### config.mk
export PLATFORM = sky130hd
export DESIGN_NAME = dm_access_ctrl
export DESIGN_NICKNAME = d
export VERILOG_FILES = /design/src/rtl/dm_access_ctrl.sv
export SDC_FILE = /design/constraint.sdc
export NUM_CORES = 1
export LEC_CHECK = 0
export CAP_MARGIN = 10
export CELL_PAD_IN_SITES_DETAIL_PLACEMENT = 0
export CELL_PAD_IN_SITES_GLOBAL_PLACEMENT = 2
export CORE_MARGIN = 2
export CORE_UTILIZATION = 40
export DETAILED_ROUTE_END_ITERATION = 16
export DONT_BUFFER_PORTS = 1
export PLACE_DENSITY = 0.95
export SYNTH_ARGS = -nofsm -noshare
export SYNTH_HDL_FRONTEND = slang
export SYNTH_SLANG_ARGS = --single-unit
### constraint.sdc
create_clock -name clk -period 3.88 [get_ports clk]
set_input_delay 0.97 -clock clk [delete_from_list [all_inputs] [get_ports clk]]
set_output_delay 0.97 -clock clk [all_outputs]
set_load 0.02 [all_outputs]
### src/rtl/dm_access_ctrl.sv
// Data-memory access controller: CPU load/store requests in, word-addressed DM port out.
// Sub-word stores use a read-modify-write through a MERGE state. Loads extract the
// addressed lane and sign/zero extend it. Misaligned, illegal-size and out-of-range
// requests are answered with an error response and never touch memory.
module dm_access_ctrl #(
  parameter int unsigned DM_AW     = 10,
  parameter logic [31:0] BASE_ADDR = 32'h0000_0000
) (
  input  logic             clk,
  input  logic             rst,
  input  logic             req_valid,
  output logic             req_ready,
  input  logic             req_we,
  input  logic [1:0]       req_size,
  input  logic             req_signed,
  input  logic [31:0]      req_addr,
  input  logic [31:0]      req_wdata,
  output logic             resp_valid,
  output logic             resp_err,
  output logic [31:0]      resp_rdata,
  output logic [DM_AW-1:0] dm_addr,
  output logic [31:0]      dm_din,
  output logic             dm_we,
  input  logic [31:0]      dm_dout
);

  typedef enum logic [2:0] {
    S_IDLE  = 3'd0,
    S_RD    = 3'd1,
    S_MERGE = 3'd2,
    S_WR    = 3'd3,
    S_RESP  = 3'd4,
    S_ERR   = 3'd5
  } state_t;

  localparam logic [1:0] SZ_BYTE = 2'b00;
  localparam logic [1:0] SZ_HALF = 2'b01;
  localparam logic [1:0] SZ_WORD = 2'b10;
  localparam logic [1:0] SZ_ILL  = 2'b11;

  state_t r_state;
  state_t w_next;

  // Registered request fields (captured on accept)
  logic [DM_AW-1:0] r_addr;
  logic [1:0]       r_lane;
  logic [1:0]       r_size;
  logic             r_signed;
  logic [31:0]      r_wdata;

  // Registered outputs
  logic [31:0]      r_din;
  logic [31:0]      r_rdata;

  logic             w_accept;
  logic             w_in_range;
  logic             w_err;
  logic [31:0]      w_load_val;
  logic [31:0]      w_merge_val;

  // Lane extraction with sign or zero extension for loads.
  function automatic logic [31:0] load_extract(
    input logic [31:0] word,
    input logic [1:0]  size,
    input logic [1:0]  lane,
    input logic        sgn
  );
    logic        [7:0]  b;
    logic        [15:0] h;
    logic signed [31:0] res;
    case (lane)
      2'd0:    b = word[7:0];
      2'd1:    b = word[15:8];
      2'd2:    b = word[23:16];
      default: b = word[31:24];
    endcase
    h = lane[1] ? word[31:16] : word[15:0];
    case (size)
      SZ_BYTE: res = sgn ? 32'($signed(b)) : {24'd0, b};
      SZ_HALF: res = sgn ? 32'($signed(h)) : {16'd0, h};
      default: res = word;
    endcase
    return res;
  endfunction

  // Replace the addressed lane(s) of the current word with right-justified store data.
  function automatic logic [31:0] merge_store(
    input logic [31:0] old,
    input logic [31:0] wd,
    input logic [1:0]  size,
    input logic [1:0]  lane
  );
    logic [31:0] res;
    res = old;
    case (size)
      SZ_BYTE: begin
        case (lane)
          2'd0:    res[7:0]   = wd[7:0];
          2'd1:    res[15:8]  = wd[7:0];
          2'd2:    res[23:16] = wd[7:0];
          default: res[31:24] = wd[7:0];
        endcase
      end
      SZ_HALF: begin
        if (lane[1]) res[31:16] = wd[15:0];
        else         res[15:0]  = wd[15:0];
      end
      default: res = wd;
    endcase
    return res;
  endfunction

  assign w_accept    = req_valid && (r_state == S_IDLE);
  assign w_in_range  = (req_addr >> (DM_AW + 2)) == (BASE_ADDR >> (DM_AW + 2));
  assign w_err       = (req_size == SZ_ILL)
                    || ((req_size == SZ_HALF) && req_addr[0])
                    || ((req_size == SZ_WORD) && (req_addr[1:0] != 2'b00))
                    || !w_in_range;
  assign w_load_val  = load_extract(dm_dout, r_size, r_lane, r_signed);
  assign w_merge_val = merge_store(dm_dout, r_wdata, r_size, r_lane);

  assign dm_addr    = r_addr;
  assign dm_din     = r_din;
  assign resp_rdata = r_rdata;

  // State register
  always_ff @(posedge clk) begin
    if (rst) r_state <= S_IDLE;
    else     r_state <= w_next;
  end

  // Next-state decode and state-derived strobes
  always_comb begin
    w_next     = r_state;
    req_ready  = 1'b0;
    resp_valid = 1'b0;
    resp_err   = 1'b0;
    dm_we      = 1'b0;
    case (r_state)
      S_IDLE: begin
        req_ready = 1'b1;
        if (req_valid) begin
          if (w_err)                  w_next = S_ERR;
          else if (!req_we)           w_next = S_RD;
          else if (req_size == SZ_WORD) w_next = S_WR;
          else                        w_next = S_MERGE;
        end
      end
      S_RD:    w_next = S_RESP;
      S_MERGE: w_next = S_WR;
      S_WR: begin
        // A reset arriving in the write cycle must cancel the write.
        dm_we  = !rst;
        w_next = S_RESP;
      end
      S_RESP: begin
        resp_valid = 1'b1;
        w_next     = S_IDLE;
      end
      S_ERR: begin
        resp_valid = 1'b1;
        resp_err   = 1'b1;
        w_next     = S_IDLE;
      end
      default: w_next = S_IDLE;
    endcase
  end

  // Request field capture; these only matter while a request is in flight
  always_ff @(posedge clk) begin
    if (w_accept) begin
      r_lane   <= req_addr[1:0];
      r_size   <= req_size;
      r_signed <= req_signed;
      r_wdata  <= req_wdata;
    end
  end

  // Visible registers: DM address, DM write data and load result
  always_ff @(posedge clk) begin
    if (rst) begin
      r_addr  <= '0;
      r_din   <= '0;
      r_rdata <= '0;
    end else begin
      if (w_accept) begin
        r_addr <= req_addr[DM_AW+1:2];
        if (req_we && (req_size == SZ_WORD) && !w_err) r_din <= req_wdata;
        // Error responses follow immediately, so clear the result now.
        if (w_err) r_rdata <= '0;
      end
      case (r_state)
        S_RD:    r_rdata <= w_load_val;
        S_MERGE: r_din   <= w_merge_val;
        S_WR:    r_rdata <= '0;
        default: ;
      endcase
    end
  end

endmodule

==> run metrics <==
Total Nets Final 642; setup repair bufs after CTS 0; Post-Place Worst Slack 959.2 ps; reg2reg start r_state[1]; Max Freq 361.6 MHz; Setup crit end kind flip-flop; via-per-instance ratio 6.251; Clock Path Buffers 2; clk sinks 114; Seq cells post-synth 114; via count 4551; Post-Syn Nets 663; htree depth 4; CTS buffer count 17; Slew @ Worst Pin 1150 ps; fin crit period around 2800 ps; Final Hold Vio Count 0; Hold Buf Count CTS 0; min-delay src dm_addr[9]; count of final setup violators 0; ys async rst share 0%; initial antenna violation count 0; DRC 0; n_diodes 0; slowest cell on the critical path inv_2; Routed Antenna Nets 0; Worst Path Required 4200 ps; largest net degree at the start of global routing 49; post_cts resized 0; worst IR drop on VDD 322.1 uV; vias in the first global route 4400; Worst EP arrival 3080 ps; Root Buffer clkbuf_16; CTS tree done; number of port buffers 0; wire length per cell 23.37 um; synth unique cells 49; Crit path largest cell delay 450 ps; hold_ws 554.0 ps; internal power 2.500 mW; synthesized cell area around 5300 um^2; fin cells 728; Seq/Total Area, Yosys 49.96%; Max-Cap Viols 0; GPL Wtd Cong 0.9269; Logic pwr share 6.7%; critical path peak fanout 32; Die Ht 119.2 um; Syn Inst Count 560; setup repair after global routing missed its margin no; setup TNS 0 ps; die area 14210 um^2; Layout area overhead 13.13%; hpwl dp 12320 um; Crit Path Class reg2reg; row cnt 42; clk_lat worst skew about 410 ps; clock skew 5.287 ps; sequential power share 42.1%; # IOs 181; Final Cycle Share 71.27%; worst-path cell chain nor3_4 > nand2_1 > inv_2 > nand2_1 > nor4_4 > buf_4 > nand2_1 > a311oi_1; share of cells above drive strength 1 12.68%; final wirelength 17010 um; worst hold path type reg2reg; most frequent CP cell nand2_1; Final WS setup between 1000 and 1500 ps; Leakage Power 2.046 nW; Starting Density 40.57%; top_reg_cell synth dfxtp_1; Yosys warnings 0; switching part of the total approximately 23%; Worst setup startpoint r_state[1]; Initial DRC Count 443; Clk pwr share 51.1%; Avg Cell Area, Syn 9.480 um^2; Clock transition at path regs approximately 50 ps; Slew headroom a little under a quarter; Startpoint Class flip-flop; Tot Pwr around 3.2 mW; global-route wire length before repair 26170 um; total gr overflow 0; core area 13090 um^2; status finished, final reports clean; EDFF count, synth 37; die width 119.2 um; Crit path max-delay family simple AND/OR/NAND/NOR gates; PwrDens 538.2 nW/um^2; NetSw between 0.7 and 0.8 mW; fin. max-slew vios 0; placed insts just under 700; overall routing resource usage 24.32%; Pre-Repair DR Iteration Count 6; Buf/Inv on CP 2
## worst min-delay path, delay by kind of cell, from the launching register on
family,cells,cell delay (ps)
AOI/OAI and AO/OA,1,60
DFF,1,370
and+or+nand+nor,1,80
## per-layer routing
| metal | track usage (%) | vias up | routed length [um] | part of all wire (%) |
|---|---|---|---|---|
| met5 | 0 | - | 0 | 0 |
| met4 | 7.813 | 0 | 236 | 1.4 |
| met3 | 10.20 | 20 | 2073 | 12 |
| met2 | 36.42 | 245 | 7841 | 46 |
| met1 | 31.81 | 2207 | 6859 | 40 |
| li1 | - | 2079 | - | - |
## cells in the mapped netlist, drive strengths merged (2+ instances only)
cell type | instances | area share [%]
o22ai | 10 | 1.2
nor4 | 8 | 1.3
a31oi | 22 | 2.6
a2111oi | 2 | 0.33
dfxtp | 77 | 29
nand2b | 5 | 0.59
nor2b | 5 | 0.59
or3 | 2 | 0.24
o21ai | 22 | 2.1
nand2 | 90 | 6.4
a22o | 5 | 0.82
nor2 | 19 | 1.3
and2 | 3 | 0.35
o2bb2ai | 29 | 4.8
edfxtp | 37 | 21
clkbuf | 27 | 1.9
inv | 6 | 0.42
a311oi | 4 | 0.66
a21oi | 34 | 3.3
a31o | 13 | 2.1
a21boi | 6 | 0.85
a222oi | 7 | 1.3
o211ai | 9 | 1.4
a211oi | 2 | 0.28
o21a | 5 | 0.71
mux2 | 11 | 2.3
buf | 22 | 2.1
nand3 | 26 | 2.5
nor3 | 15 | 1.7
mux2i | 8 | 1.5
a22oi | 12 | 1.7
a21o | 6 | 0.85
a221oi | 6 | 0.99
## state kept, by name, summed over array words and instances, names as in the netlist
name	cells
r_size	2
r_lane	2
dm_addr	10
r_state	3
dm_din	32
r_signed	1
r_wdata	32
resp_rdata	32
## power by group through the flow
| stage | Clock (mW) | Combinational, mW | Sequential [mW] |
|---|---|---|---|
| 6_report | 1.65 | 0.218 | 1.36 |
| 4_1_cts | 1.68 | 0.217 | 1.36 |
| 3_3_place_gp | 0 | 0.210 | 1.38 |
| 3_5_place_dp | 0 | 0.217 | 1.38 |
| 5_1_grt | 1.74 | 0.241 | 1.37 |
| 2_1_floorplan | 0 | 0.193 | 1.36 |
## cells in the final DEF, fill, tap and decap left out, types with 3 or more instances in the layout
cell type,synthesis,layout
o21a_1,5,5
and2_1,3,3
a22oi_1,12,12
clkbuf_16,0,17
a21boi_0,6,6
a311oi_1,4,4
o22ai_1,10,10
buf_4,1,9
o21ai_0,21,21
nand2_1,90,90
a31o_2,13,13
nor4_1,6,6
nand2b_1,5,5
a222oi_1,7,7
clkinv_2,0,6
a31oi_1,22,22
bufinv_16,0,5
nor2b_1,5,5
clkbuf_1,27,3
mux2i_1,8,8
dfxtp_1,77,77
a221oi_1,6,6
a22o_1,5,5
nor2_1,19,19
a21o_1,6,6
o2bb2ai_1,29,29
edfxtp_1,37,37
nor3_1,13,13
mux2_2,11,11
nand3_1,26,26
a21oi_1,32,32
inv_1,5,5
o211ai_1,8,8
## kinds of logic (layout without fill, tap and decap cells)
kind of cell	after synthesis	after routing	share of synthesized area, %
AND/OR/NAND/NOR	177	177	15.53
multiplexers	19	19	3.842
buffers and inverters	55	47	4.478
flip-flops	114	114	49.96
AO/OA/AOI/OAI	195	195	26.18
## path summary, 6_finish.rpt
kind                                   end  slack (ps)  cells after the start
worst max-delay path            dm_din[24]        1110                      8
worst min-delay path            dm_addr[9]         550                      2
worst max register to register  dm_din[24]        1110                      8
worst min register to register  dm_addr[9]         550                      2
## cell type report
type / count / area, um^2
multi-input cells: 391 / 2419
fillers: 1207 / 7079
clock inverters: 12 / 187.7
clock buffers: 20 / 436.7
inverters: 6 / 22.52
repair buffers: 9 / 67.56
flip-flops and latches: 114 / 2653
well taps: 176 / 220.2
## stage by stage
step	instance area, um^2	utilization [%]
floorplan	5309	-
global placement	5381	41.13
detailed placement	5381	41.13
CTS	6006	45.90
global route	6006	45.90
finish	6006	45.90
(Power assumes the default switching activity.)
